<file path="src/rtl/prio_dec_pkg.sv">
// Shared types, widths and the code-to-pattern decode used by the priority demux.
package prio_dec_pkg;

  localparam int unsigned DATA_W = 8;
  localparam int unsigned CODE_W = $clog2(DATA_W);
  localparam int unsigned N_CH   = 4;
  localparam int unsigned SEL_W  = $clog2(N_CH);

  typedef enum logic [1:0] {
    StEmpty = 2'd0,
    StBuild = 2'd1,
    StFull  = 2'd2
  } chan_state_e;

  // Mask mode sets bits code..0, i.e. (2 << code) - 1 evaluated one bit wider than the word.
  function automatic logic [DATA_W-1:0] decode(input logic [CODE_W-1:0] code,
                                               input logic              zero,
                                               input logic              mask_mode);
    logic [DATA_W:0] w_bit;
    logic [DATA_W:0] w_mask;
    w_bit  = {{DATA_W{1'b0}}, 1'b1} << code;
    w_mask = (w_bit << 1) - {{DATA_W{1'b0}}, 1'b1};
    if (zero) begin
      return '0;
    end
    if (mask_mode) begin
      return w_mask[DATA_W-1:0];
    end
    return w_bit[DATA_W-1:0];
  endfunction

endpackage

</file>
<file path="src/rtl/prio_dec_chan.sv">
// One output channel: accumulates decoded beats into a word and holds it until drained.
module prio_dec_chan
  import prio_dec_pkg::*;
(
  input  logic              i_clk,
  input  logic              i_rst_n,
  input  logic              i_acc,
  input  logic [DATA_W-1:0] i_dec,
  input  logic              i_last,
  input  logic              i_out_ready,
  output logic              o_valid,
  output logic [DATA_W-1:0] o_data,
  output logic              o_full,
  output logic              o_busy
);

  chan_state_e       r_state;
  chan_state_e       w_state_nxt;
  chan_state_e       w_fill_state;
  logic [DATA_W-1:0] r_data;
  logic [DATA_W-1:0] w_data_nxt;

  assign w_fill_state = i_last ? StFull : StBuild;

  always_comb begin
    w_state_nxt = r_state;
    w_data_nxt  = r_data;
    unique case (r_state)
      StEmpty: begin
        if (i_acc) begin
          w_data_nxt  = i_dec;
          w_state_nxt = w_fill_state;
        end
      end
      StBuild: begin
        if (i_acc) begin
          w_data_nxt  = r_data | i_dec;
          w_state_nxt = w_fill_state;
        end
      end
      StFull: begin
        // A drain and a new first beat in the same cycle start a fresh word.
        if (i_out_ready) begin
          if (i_acc) begin
            w_data_nxt  = i_dec;
            w_state_nxt = w_fill_state;
          end else begin
            w_state_nxt = StEmpty;
          end
        end
      end
      default: w_state_nxt = StEmpty;
    endcase
  end

  always_ff @(posedge i_clk) begin
    if (!i_rst_n) begin
      r_state <= StEmpty;
      r_data  <= '0;
    end else begin
      r_state <= w_state_nxt;
      r_data  <= w_data_nxt;
    end
  end

  assign o_full  = (r_state == StFull);
  assign o_valid = o_full;
  assign o_busy  = (r_state != StEmpty);
  assign o_data  = r_data;

endmodule

</file>
<file path="src/rtl/prio_dec_demux1to4.sv">
// Priority-code demux: decodes tagged codes and assembles one word per output channel.
module prio_dec_demux1to4
  import prio_dec_pkg::*;
#(
  parameter int unsigned DEC_MODE = 0
) (
  input  logic                     clk,
  input  logic                     rst_n,
  input  logic                     in_valid,
  output logic                     in_ready,
  input  logic [CODE_W-1:0]        in_code,
  input  logic                     in_zero,
  input  logic [SEL_W-1:0]         in_sel,
  input  logic                     in_last,
  output logic [N_CH-1:0]          out_valid,
  input  logic [N_CH-1:0]          out_ready,
  output logic [N_CH*DATA_W-1:0]   out_data,
  output logic                     busy
);

  localparam logic MaskMode = (DEC_MODE != 0);

  logic [DATA_W-1:0] w_dec;
  logic              w_fire;
  logic [N_CH-1:0]   w_full;
  logic [N_CH-1:0]   w_busy;

  assign w_dec = decode(in_code, in_zero, MaskMode);

  // Only the addressed channel can stall the input; others keep flowing.
  assign in_ready = ~w_full[in_sel] | out_ready[in_sel];
  assign w_fire   = in_valid & in_ready;
  assign busy     = |w_busy;

  for (genvar k = 0; k < N_CH; k++) begin : g_chan
    logic w_acc;
    assign w_acc = w_fire & (in_sel == SEL_W'(k));

    prio_dec_chan u_chan (
      .i_clk       (clk),
      .i_rst_n     (rst_n),
      .i_acc       (w_acc),
      .i_dec       (w_dec),
      .i_last      (in_last),
      .i_out_ready (out_ready[k]),
      .o_valid     (out_valid[k]),
      .o_data      (out_data[k*DATA_W +: DATA_W]),
      .o_full      (w_full[k]),
      .o_busy      (w_busy[k])
    );
  end

endmodule
</file>
<file path="config.mk">
export PLATFORM = sky130hd
export DESIGN_NAME = prio_dec_demux1to4
export DESIGN_NICKNAME = d
export VERILOG_FILES = /design/src/rtl/prio_dec_pkg.sv /design/src/rtl/prio_dec_chan.sv /design/src/rtl/prio_dec_demux1to4.sv
export SDC_FILE = /design/constraint.sdc
export NUM_CORES = 1
export LEC_CHECK = 0
export CAP_MARGIN = 15
export CELL_PAD_IN_SITES_DETAIL_PLACEMENT = 0
export CELL_PAD_IN_SITES_GLOBAL_PLACEMENT = 1
export CORE_MARGIN = 3
export CORE_UTILIZATION = 35
export DETAILED_ROUTE_END_ITERATION = 8
export PLACE_DENSITY_LB_ADDON = 0.08
export SLEW_MARGIN = 20
export SYNTH_ARGS = -nofsm -noshare
export SYNTH_HDL_FRONTEND = slang
export SYNTH_SLANG_ARGS = --single-unit
export TNS_END_PERCENT = 30
</file>
<file path="constraint.sdc">
create_clock -name clk -period 1.6 [get_ports clk]
set_input_delay 0.32 -clock clk [delete_from_list [all_inputs] [get_ports clk]]
set_output_delay 0.32 -clock clk [all_outputs]
set_load 0.02 [all_outputs]
</file>
==> results.sh <==
export IMPL_multi_input_area_um2=897
export IMPL_cts_root_buffer_cell="clkbuf_8"
export IMPL_power_frac_clock_pct=40.6
export IMPL_path_max_fanout=2
export IMPL_vdd_ir_drop_worst_mv=0.495
export IMPL_grtUsageTotal_pct=17.7
export IMPL_synth_top_cell_area_share_pct=48.2
export IMPL_yosys_cell_count_top_type="dfxtp_1"
export IMPL_setup_viol=0
export IMPL_drv_slew=0
export IMPL_r2r_start="g_chan[2].u_chan.r_state[1]"
export IMPL_clk_latency_ns=0.28
export IMPL_rsz0062_at_grt="true"
export IMPL_dr_pass1_iters=4
export IMPL_path_clk_slew_ns=0.08
export IMPL_timing_fmax_ghz=0.637
export IMPL_relSlewSlack_pct=70.0
export IMPL_p_sw_mw=0.502
export IMPL_gp_congestion=0.828
export IMPL_power_density_nw_per_um2=785
export IMPL_worstPathCellList="clkdlybuf4s50_1"
export IMPL_ys_top_cells_by_area="dfxtp_1 48%, a22o_1 17%, nand2b_1 4.1%, buf_4 2.7%, nor2b_1 2.6%"
export IMPL_die_area_um2=5610
export IMPL_grt_pass1_wl_um=7690
export IMPL_antenna_found_initial=0
export IMPL_hold_path_class="in -> reg"
export IMPL_whs_endpoint="g_chan[3].u_chan.r_state[1]"
export IMPL_post_dp_cell_area_um2=2530
export IMPL_die_x_um=74.9
export IMPL_synth_edf_count=0
export IMPL_core_area_um2=4470
export IMPL_timing_final_crit_share_pct=98.1
export IMPL_final_area_um2=2810
export IMPL_final_util_pct=62.7
export IMPL_worst_slew_pin_transition_ns=0.450
export IMPL_worstPathRequired_ns=1.28
export IMPL_synth_cells=152
export IMPL_dp_hpwl_um=3640
export IMPL_start_kind="register"
export IMPL_drt_initial_drc_count=44
export IMPL_path_class="reg -> out"
export IMPL_start_util_pct=37.1
export IMPL_diodes=0
export IMPL_cts_buffers=5
export IMPL_yosys_area_top_type="dfxtp_1"
export IMPL_viasPerCell=5.28
export IMPL_slowest_delay_ns=0.62
export IMPL_critical_path_arrival_ns=1.25
export IMPL_final_nets=263
export IMPL_holdCritStartpoint="out_ready[3]"
export IMPL_p_int_mw=1.70
export IMPL_fill_cells=362
export IMPL_cts_sinks=40
export IMPL_drc=0
export IMPL_hold_viol_final=0
export IMPL_rrSetupSlack_ns=0.16
export IMPL_pin_count=52
export IMPL_postSynthAreaPerCell_um2=10.9
export IMPL_post_drt_wl_per_cell_um=16.0
export IMPL_numPortBuffers=51
export IMPL_num_rows=24
export IMPL_drive_gt1_share_pct=33.2
export IMPL_htree_levels=2
export IMPL_path_buf_inv=1
export IMPL_worst_r2r_cell_count=5
export IMPL_path_delay_family="buffers and inverters"
export IMPL_fin_skew_ns=0.00481
export IMPL_yosys_warnings=0
export IMPL_p_sw_share_pct=22.8
export IMPL_ys_ff_latch=40
export IMPL_cp_slowest_cell="clkdlybuf4s50_1"
export IMPL_leakage_nw=1.42
export IMPL_drtAntennaViolNets=0
export IMPL_status="complete, no violations"
export IMPL_synth_main_ff_cell="dfxtp_1"
export IMPL_cap_violations=0
export IMPL_r2r_end="g_chan[2].u_chan.o_data[7]"
export IMPL_grt_pass1_vias=1603
export IMPL_yosysSeqAreaShare_pct=48.2
export IMPL_vias=1596
export IMPL_worstHoldPathCells=3
export IMPL_synthDistinctLibCells=39
export IMPL_wl_um=4840
export IMPL_end_kind="output pin"
export IMPL_netlist_area_um2=1660
export IMPL_area_growth_pct=68.9
export IMPL_period_needed_ns=1.57
export IMPL_grt_overflow=0
export IMPL_power_frac_seq_pct=46.3
export IMPL_syn_nets=166
export IMPL_cts_tree="built"
export IMPL_async_flop_share_pct=0
export IMPL_p_comb_share_pct=13.2
export IMPL_clk_path_buf_depth=2
export IMPL_synthTopCellsByCount="40 x dfxtp_1, 32 x a22o_1, 11 x nand2b_1"
export IMPL_grt_max_degree=13
export IMPL_fp_dieH_um=74.9
export IMPL_register_area_um2=803
[layer usage]
layer | vias up | track usage [%] | part of all wire [%]
met4 | 0 | 3.95 | 0.60
met5 | - | 0 | 0
met2 | 40 | 27.9 | 48
met3 | 4 | 5.07 | 4.3
met1 | 770 | 24.1 | 47
li1 | 782 | - | -
[power by group through the flow]
stage,combinational (mW),clock (mW),sequential (mW)
2_1_floorplan,0.118,0,1.05
3_3_place_gp,0.275,0,1.04
6_report,0.290,0.894,1.02
3_5_place_dp,0.279,0,1.04
5_1_grt,0.309,0.945,1.02
4_1_cts,0.281,0.906,1.02
[registers in the layout (all words and copies together), names as in the netlist]
signal / flops
g_chan.u_chan.o_data: 32
g_chan.u_chan.r_state: 8
[metrics by stage]
stage / hold WS [ns] / instances / worst slack (ns) / TNS (ns) / total power [mW]
after detailed placement: 0.463 / 292 / -0.636 / -11.52 / 1.32
after floorplan: 0.455 / 152 / 0.0985 / 0 / 1.17
after global placement: 0.460 / 292 / -0.609 / -10.06 / 1.32
after CTS: 0.486 / 301 / -0.167 / -0.611 / 2.20
final: 0.412 / 302 / 0.0308 / 0 / 2.20
after global routing: 0.441 / 302 / -0.0118 / -0.0213 / 2.28
[layout make-up]
class / instances / area share [%]
Timing Repair Buffer: 97 / 32.3
Multi-Input combinational cell: 103 / 32.0
Sequential cell: 40 / 28.6
Clock buffer: 7 / 3.43
Tap cell: 52 / 2.32
Clock inverter: 1 / 1.07
Inverter: 2 / 0.267
[worst reg2reg max path, cell delays in order (launching register included)]
cell      delay (ns)
dfxtp_1         0.43
nand2b_4        0.09
buf_4           0.13
buf_4           0.13
a41oi_2         0.40
a22o_1          0.21
[what timing repair did]
item / CTS / global route
cloned: 1 / 0
resized for setup: 17 / 37
pin swaps: 0 / 2
buffers inserted: 0 / 1
setup endpoints to repair: 32 / 52
hold buffers: 0 / 0
[how the worst max path moves through the flow]
stage                           startpoint           end  slack (ns)  cells past startpoint
2_1_floorplan                    in_sel[0]      in_ready         0.1                      3
3_3_place_gp                  out_ready[1]      in_ready       -0.61                      5
3_5_place_dp                  out_ready[1]      in_ready       -0.64                      5
4_1_cts                       out_ready[1]      in_ready       -0.17                      5
5_1_grt        g_chan[1].u_chan.r_state[1]      in_ready       -0.01                      4
6_report        g_chan[2].u_chan.o_data[4]  out_data[20]        0.03                      1
[cells in the final DEF (no fill, tap or decap), types with 2 or more instances in the layout]
cell type	count
buf_4	45
dfxtp_1	38
a22o_1	32
clkdlybuf4s50_1	25
dlymetal6s2s_1	20
nor2b_1	7
nand2b_1	7
clkbuf_8	7
nor3_1	6
nor2_1	5
nand2b_4	4
nor4_2	3
nand2_1	3
a21oi_2	3
o31a_1	2
nor3_2	2
a21boi_4	2
nand3b_1	2
a32o_1	2
a221oi_1	2
dfxtp_2	2
buf_2	2
dlygate4sd2_1	2
[logic make-up (layout without fill, tap and decap cells)]
group | count (synthesis) | in the layout | synth area share [%]
AND/OR/NAND/NOR | 51 | 51 | 20.3
flip-flops | 40 | 40 | 48.2
AO/OA/AOI/OAI | 51 | 52 | 27.7
buffers and inverters | 10 | 107 | 3.76
No activity file was read; power rests on OpenSTA's default activity.
